**src/rtl/pipe_hazard_ctrl.sv**
```systemverilog
// Pipeline sequencer for the 5-stage MIPS core: stall/flush/next-PC control,
// exception drain FSM, EPC capture and a saturating stall-cycle counter.
module pipe_hazard_ctrl #(
  parameter int unsigned DRAIN_CYCLES = 2,
  parameter int unsigned PC_W         = 32
) (
  input  logic            clk,
  input  logic            rst_n,
  input  logic            id_valid,
  input  logic [4:0]      id_rs,
  input  logic [4:0]      id_rt,
  input  logic [PC_W-1:0] id_pc,
  input  logic            id_jump,
  input  logic            id_exception,
  input  logic            ex_memread,
  input  logic [4:0]      ex_rt,
  input  logic            mem_branch_taken,
  input  logic            mem_busy,
  output logic            pc_we,
  output logic            ifid_we,
  output logic            ifid_flush,
  output logic            idex_flush,
  output logic            exmem_flush,
  output logic [1:0]      pc_sel,
  output logic [PC_W-1:0] epc,
  output logic            exc_active,
  output logic [15:0]     stall_cnt
);

  localparam int unsigned CNT_W   = 4;
  localparam int unsigned STALL_W = 16;

  localparam logic [1:0] SEL_PC4    = 2'd0;
  localparam logic [1:0] SEL_BRANCH = 2'd1;
  localparam logic [1:0] SEL_JUMP   = 2'd2;
  localparam logic [1:0] SEL_VECTOR = 2'd3;

  typedef enum logic [1:0] {
    RUN    = 2'd0,
    DRAIN  = 2'd1,
    VECTOR = 2'd2
  } state_t;

  state_t            state_q, state_d;
  logic [CNT_W-1:0]  drain_q, drain_d;
  logic [PC_W-1:0]   epc_q, epc_d;
  logic [STALL_W-1:0] stall_q;
  logic              load_use;

  assign load_use = ex_memread && (ex_rt != 5'd0) && id_valid &&
                    ((ex_rt == id_rs) || (ex_rt == id_rt));

  // Next-state and control outputs; reset forces a fully flushed, frozen front end.
  always_comb begin
    pc_we       = 1'b1;
    ifid_we     = 1'b1;
    ifid_flush  = 1'b0;
    idex_flush  = 1'b0;
    exmem_flush = 1'b0;
    pc_sel      = SEL_PC4;
    state_d     = state_q;
    drain_d     = drain_q;
    epc_d       = epc_q;

    if (!rst_n) begin
      pc_we       = 1'b0;
      ifid_we     = 1'b0;
      ifid_flush  = 1'b1;
      idex_flush  = 1'b1;
      exmem_flush = 1'b1;
    end else begin
      case (state_q)
        RUN: begin
          if (mem_busy) begin
            pc_we   = 1'b0;
            ifid_we = 1'b0;
          end else if (mem_branch_taken) begin
            pc_sel      = SEL_BRANCH;
            ifid_flush  = 1'b1;
            idex_flush  = 1'b1;
            exmem_flush = 1'b1;
          end else if (id_exception && id_valid) begin
            pc_we      = 1'b0;
            ifid_flush = 1'b1;
            idex_flush = 1'b1;
            epc_d      = id_pc;
            drain_d    = CNT_W'(DRAIN_CYCLES - 1);
            state_d    = DRAIN;
          end else if (id_jump && id_valid) begin
            pc_sel     = SEL_JUMP;
            ifid_flush = 1'b1;
          end else if (load_use) begin
            pc_we      = 1'b0;
            ifid_we    = 1'b0;
            idex_flush = 1'b1;
          end
        end

        DRAIN: begin
          if (mem_busy) begin
            pc_we      = 1'b0;
            ifid_we    = 1'b0;
            ifid_flush = 1'b1;
            idex_flush = 1'b1;
          end else if (mem_branch_taken) begin
            // Older branch resolved taken: the excepting instruction was on the wrong path.
            pc_sel      = SEL_BRANCH;
            ifid_flush  = 1'b1;
            idex_flush  = 1'b1;
            exmem_flush = 1'b1;
            drain_d     = '0;
            state_d     = RUN;
          end else begin
            pc_we      = 1'b0;
            ifid_flush = 1'b1;
            idex_flush = 1'b1;
            if (drain_q == '0) begin
              state_d = VECTOR;
            end else begin
              drain_d = drain_q - CNT_W'(1);
            end
          end
        end

        VECTOR: begin
          pc_sel     = SEL_VECTOR;
          ifid_flush = 1'b1;
          if (mem_busy) begin
            pc_we   = 1'b0;
            ifid_we = 1'b0;
          end else begin
            state_d = RUN;
          end
        end

        default: begin
          state_d = RUN;
        end
      endcase
    end
  end

  // State, drain counter, EPC and saturating stall counter.
  always_ff @(posedge clk or negedge rst_n) begin
    if (!rst_n) begin
      state_q <= RUN;
      drain_q <= '0;
      epc_q   <= '0;
      stall_q <= '0;
    end else begin
      state_q <= state_d;
      drain_q <= drain_d;
      epc_q   <= epc_d;
      if (!pc_we && (stall_q != '1)) begin
        stall_q <= stall_q + STALL_W'(1);
      end
    end
  end

  assign epc        = epc_q;
  assign exc_active = (state_q != RUN);
  assign stall_cnt  = stall_q;

endmodule

```
**config.mk**
```make
export PLATFORM = sky130hd
export DESIGN_NAME = pipe_hazard_ctrl
export DESIGN_NICKNAME = d
export VERILOG_FILES = /design/src/rtl/pipe_hazard_ctrl.sv
export SDC_FILE = /design/constraint.sdc
export NUM_CORES = 1
export LEC_CHECK = 0
export CAP_MARGIN = 20
export CORE_ASPECT_RATIO = 1.25
export CORE_MARGIN = 5
export CORE_UTILIZATION = 39
export CTS_CLUSTER_SIZE = 24
export DETAILED_ROUTE_END_ITERATION = 7
export GPL_TIMING_DRIVEN = 0
export PLACE_DENSITY = 0.76
export SLEW_MARGIN = 20
export SYNTH_ARGS = -nofsm -noshare
export SYNTH_HDL_FRONTEND = slang
export SYNTH_SLANG_ARGS = --single-unit
```
**constraint.sdc**
```tcl
create_clock -name clk -period 2.35 [get_ports clk]
set_clock_uncertainty 0.15 [all_clocks]
set_input_delay 0.47 -clock clk [delete_from_list [all_inputs] [get_ports clk]]
set_output_delay 0.47 -clock clk [all_outputs]
set_load 0.05 [all_outputs]
```
Yosys cells after proc, flatten, opt, wreduce, memory -nomap -nowiden --
Index checks and enable logic that the tools add are counted.
Word-level totals: bits in registers 54, output and inout port bits 56, input bits 55
Cells by class: reduce and logical (&&, ||, !) cells 18, bitwise gates (word level) 2, muxes and demuxes 53, add/subtract/negate cells 2, eq/ne operators 12
Operator list (count):
- 1-bit 2-to-1 mux | 28
- 2-bit 2-to-1 mux | 12
- 4-bit 2-to-1 mux | 6
- 16-bit by 1-bit adder with 16-bit output (second input constant) | 1
- 16-bit != test (second input constant) | 1
- 7-bit AND reduction | 2
- 2-bit case mux with 3 select lines | 2
- 5-bit == test | 2
- 2-bit != test (second input constant) | 5
- 4-bit case mux with 2 select lines | 1
- 1-bit logical AND | 6
- 3-bit != test (second input constant) | 2
- 1-bit case mux with 2 select lines | 3
- 5-bit AND reduction | 1
- 5-bit nonzero test | 1
- 4-bit logical NOT | 1
- 2-bit nonzero test | 2
- 2-bit OR reduction | 2
- 4-bit by 1-bit subtractor with 4-bit output (second input constant) | 1
- 1-bit case mux with 3 select lines | 1
- 2-bit by 1-bit == test with 1-bit output (second input constant) | 1
- 2-bit == test (second input constant) | 1
- 2-bit logical NOT | 1
- 1-bit NOT | 2
- other kinds (2) | 2

Logic depth before layout (Yosys ltp) --
word-level depth 13, mapped depth 10, depth with buffers taken out 8

Worst setup path after synthesis --
OpenSTA, ideal clock, no wires.
path kind reg2out, start register state_q[1], end output ifid_flush, path slack -0.681 ns, data required time 1.730 ns, data arrival time 2.411 ns, stages on the path, launching flop included 8, path through dfrtp_1 > inv_1 > ha_1 > buf_2 > inv_1 > nor2_1 > a21oi_1 > o21ai_0
On the way: cells in the longest elaborated chain, start to end 4, elaborated cells between the ends (all ways) 6, those cells by class eq/ne: 2; mux: 2; reduce/logical: 2
Ends and longest elaborated chain:
- start, declared | line 44 | state_t state_q, state_d;
- start signal, assigned | line 151 | state_q <= state_d;
- 2-bit == test / 2-bit by 1-bit == test with 1-bit output (equally long branches) | line 72 | case (state_q)
- 2-bit OR reduction (no source line)
- 1-bit case mux with 2 select lines * | line 72
- 1-bit 2-to-1 mux * | line 65 | if (!rst_n) begin
- end, declared | line 21 | output logic ifid_flush,
Mark *: on every way between the ends. The rest lies on a longest branch, timed or not.

Worst setup path in the final report --
start input ex_rt[2], end output idex_flush
On the way: cells in the longest elaborated chain, start to end 11, elaborated cells between the ends (all ways) 14, those cells by class eq/ne: 2; mux: 7; reduce/logical: 5
Ends and longest elaborated chain:
- start, declared | line 16 | input logic [4:0] ex_rt,
- 5-bit nonzero test | line 50 | assign load_use = ex_memread && (ex_rt != 5'd0) && id_valid &&
- 1-bit logical AND (2 in a row) | line 50
- 1-bit logical AND * | line 50
- 1-bit 2-to-1 mux * | line 92 | end else if (load_use) begin
- 1-bit 2-to-1 mux * | line 89 | end else if (id_jump && id_valid) begin
- 1-bit 2-to-1 mux * | line 82 | end else if (id_exception && id_valid) begin
- 1-bit 2-to-1 mux * | line 77 | end else if (mem_branch_taken) begin
- 1-bit 2-to-1 mux * | line 74 | if (mem_busy) begin
- 1-bit case mux with 2 select lines * | line 72
- 1-bit 2-to-1 mux * | line 65
- end, declared | line 22 | output logic idex_flush,
Marks and branches as above.

==> key figures <==
Run status
  – Outcome: finished, violations left
  – Failing checks: setup timing

Yosys
  – EDFF count, synth: 0
  – Post-synthesis cell count: 241
  – Synth Area per Inst: 11.6 um^2
  – Synth Register Bits: 54
  – Synthesized area: 2800 um^2
  – Area contributors post-synth: dfrtp_1, mux2_2, xor2_1, nor3_2, ha_1
  – Area leader, netlist: dfrtp_1
  – Yosys warning count: 0
  – Most frequent cell after synthesis: dfrtp_1
  – Post-synth ARST share: 100%
  – Sequential element share of the synthesized area: 48.3%
  – Top cells by count, synth: dfrtp_1, mux2_2, xor2_1
  – Distinct cells, synth: 44
  – Post-synth top area share: 48.3%
  – Primary FF master, synth: dfrtp_1
  – Syn nets: 303

Detailed routing
  – DRC: 0
  – Drt total wl: 7.12 mm
  – DRT iter0 DRCs: 44
  – Via count: 2317
  – Vias/cell: 5.02
  – DR pass1 iterations: 4
  – Wire per inst: 15.4 um
  – Antenna viol nets, final: 0

Critical path
  – FF-to-FF End: stall_cnt[14]
  – Worst r2r path cells: 9
  – Setup Crit Path Kind: in -> out
  – CP Data Arrival Time: 1.87 ns
  – CP Launch Type: input port
  – R2r startpoint: state_q[0]
  – R2r setup slk: 0.03 ns
  – CP required: 1.73 ns
  – Critical path fanouts, max: 3
  – CP endpoint kind: output pin

Cells and area
  – Final Cell Area: 4360 um^2
  – ANT cells: 0
  – Share of layout cells above drive strength 1: 30.9%
  – Layout Nets: 433
  – # fillers: 576
  – Area grow syn2layout: 55.7%

STA
  – Worst Tran Pin Value: 0.813 ns
  – Final setup viols: 4
  – Setup TNS: -0.383 ns
  – Final Critical Period: 2.49 ns
  – Fmax: 402 MHz
  – Max-slew headroom: 45.6%
  – Max Slew Vio Count: 0
  – Period utilization: 106%
  – RSZ-0062 raised after global routing: true
  – Fin. Hold Viols: 0
  – PnR worst setup slack: -0.138 ns

Pwr
  – Int Power: 2.84 mW
  – PwrDens: 1270 nW/um^2
  – Sw power: 2.71 mW
  – Seq pwr share: 27.4%
  – Switching Fraction: 48.8%
  – Peak VDD IR: 0.607 mV
  – Comb power frac: 62.7%
  – Clock network fraction of total power: 9.9%
  – Pleak: 1.88 nW

Run
  – Max Cap Viol: 0

Placement
  – Port Buf Inserts: 108
  – Dpl ws: -1.40 ns
  – Global placer's final weighted congestion: 0.772
  – Detailed-placement wirelength estimate: 5.14 mm
  – Post-DP Area: 4060 um^2

Global route
  – Antenna violations before repair: 0
  – Met2 Usage GRT: 26.7%
  – Largest net degree at the start of global routing: 35
  – Grt ovf: 0
  – GR Util met1: 20.5%
  – Met3 GRT Util: 4.57%
  – Vias in the first global route: 2398
  – First-pass GRT wire length: 11.9 mm
  – Busiest grt layer: met2
  – GRT Overall Usage: 16.2%

Floorplan
  – Core area: 6980 um^2
  – Cell Rows: 34
  – Die Span Y: 105 um
  – Die Wd: 85.8 um
  – Initial cell density of the core: 40.1%
  – Io pins: 111
  – Die area: 8990 um^2

Clock tree
  – Clock Tree Root: clkbuf_8
  – Clock Pin Slew Worst Setup and Hold Paths: 0.11 ns
  – Clk_lat worst skew: 0.31 ns
  – H-tree level count: 2
  – CTS buffer count: 5
  – Clock sinks: 54
  – TritonCTS clock tree: yes
  – Clock tree buffer depth: 2

Min path
  – Hold WC Path Type: in -> async
==> power by group through the flow <==
stage               sequential [mW]  combinational, mW  clock [mW]
floorplan                      2.70               1.04           0
global placement               1.53               3.26           0
detailed placement             1.55               3.30           0
CTS                            1.52               3.42       0.587
global route                   1.58               3.67       0.612
finish                         1.52               3.48       0.551
==> routing by layer <==
metal	up-vias	part of all wire, %
met3	13	8.3
met5	-	0
met4	0	1.9
met2	98	48
met1	1098	42
li1	1108	-
==> flip-flops by register name, summed over array words and instances (netlist names) <==
| name | cells |
|---|---|
| state_q | 2 |
| drain_q | 4 |
| epc | 32 |
| stall_cnt | 16 |
==> cells by family after synthesis <==
kind of cell	share of synthesized area [%]
XOR/XNOR	7.51
multiplexers	14.3
adder cells (fa/ha/maj)	3.13
AND/OR/NAND/NOR	17.0
flip-flops	48.3
buffers and inverters	2.59
AO/OA/AOI/OAI	7.19
==> worst max-delay path, stage by stage <==
cell and delay (ns):
buf_4 0.13, or4_4 0.52, nor2_4 0.11, or3_4 0.14, o21ai_2 0.05, o21ai_1 0.14, nand3b_1 0.13, buf_6 0.18
==> worst max-delay path by stage <==
stage | start | to | slack (ns)
2_1_floorplan | state_q[1] | pc_we | -0.15
3_3_place_gp | rst_n | pc_we | -3.05
3_5_place_dp | ex_rt[1] | pc_we | -1.40
4_1_cts | ex_memread | pc_we | -0.20
5_1_grt | state_q[0] | pc_we | -0.20
6_report | ex_rt[2] | idex_flush | -0.14
==> cell usage in the layout, fill, tap and decap left out, types with 2 or more instances in the layout <==
cell type / Yosys / layout
clkbuf_8: 0 / 5
dlygate4sd3_1: 0 / 2
nand3_1: 8 / 8
dfrtp_1: 54 / 54
and3_1: 6 / 5
buf_4: 1 / 15
nor2_1: 14 / 11
ha_1: 7 / 5
inv_2: 0 / 2
clkdlybuf4s50_1: 0 / 81
xor2_1: 24 / 24
o21ai_0: 10 / 5
nand2b_1: 7 / 4
o21ai_1: 2 / 4
inv_1: 7 / 4
clkdlybuf4s15_1: 0 / 5
nor3_2: 9 / 11
nand4_1: 3 / 3
nor4_4: 1 / 2
o21ai_2: 0 / 4
buf_8: 0 / 2
dlygate4sd2_1: 0 / 7
mux2_2: 31 / 31
clkinv_4: 0 / 2
nand2b_4: 0 / 2
o31ai_1: 2 / 2
dlymetal6s2s_1: 0 / 2
nor2_4: 0 / 3
nand3b_1: 2 / 2
mux2_4: 2 / 2
clkbuf_2: 0 / 2
a21oi_1: 8 / 7
buf_6: 1 / 5
nand2_1: 9 / 8
buf_2: 4 / 6
==> final cells by class <==
cell class                      instances  area (um^2)  area share [%]
Multi-Input combinational cell        173         1510            34.6
Clock inverter                          3         28.8           0.660
Buffer                                  6         31.3           0.718
Tap cell                               90          113            2.58
Timing Repair Buffer                  124         1230            28.1
Sequential cell                        54         1350            31.0
Clock buffer                            5         68.8            1.58
Inverter                                7         30.0           0.689
==> what timing repair did <==
action	4_1_cts	5_1_grt
cloned	0	1
pin swaps	14	19
hold endpoints to repair	3	0
hold buffers	3	0
setup buffers	9	3
resized for setup	92	24
setup endpoints to repair	47	18
==> metrics by stage <==
stage / instances / util (%) / power, mW / hold WS [ns]
3_5_place_dp: 440 / 58.2 / 4.86 / 0.130
6_report: 462 / 62.5 / 5.55 / 0.103
3_3_place_gp: 439 / 57.8 / 4.79 / 0.318
4_1_cts: 459 / 61.4 / 5.53 / 0.0948
5_1_grt: 462 / 62.5 / 5.86 / 0.110
2_1_floorplan: 241 / - / 3.74 / 0.0244
No activity file was read; power rests on OpenSTA's default activity.
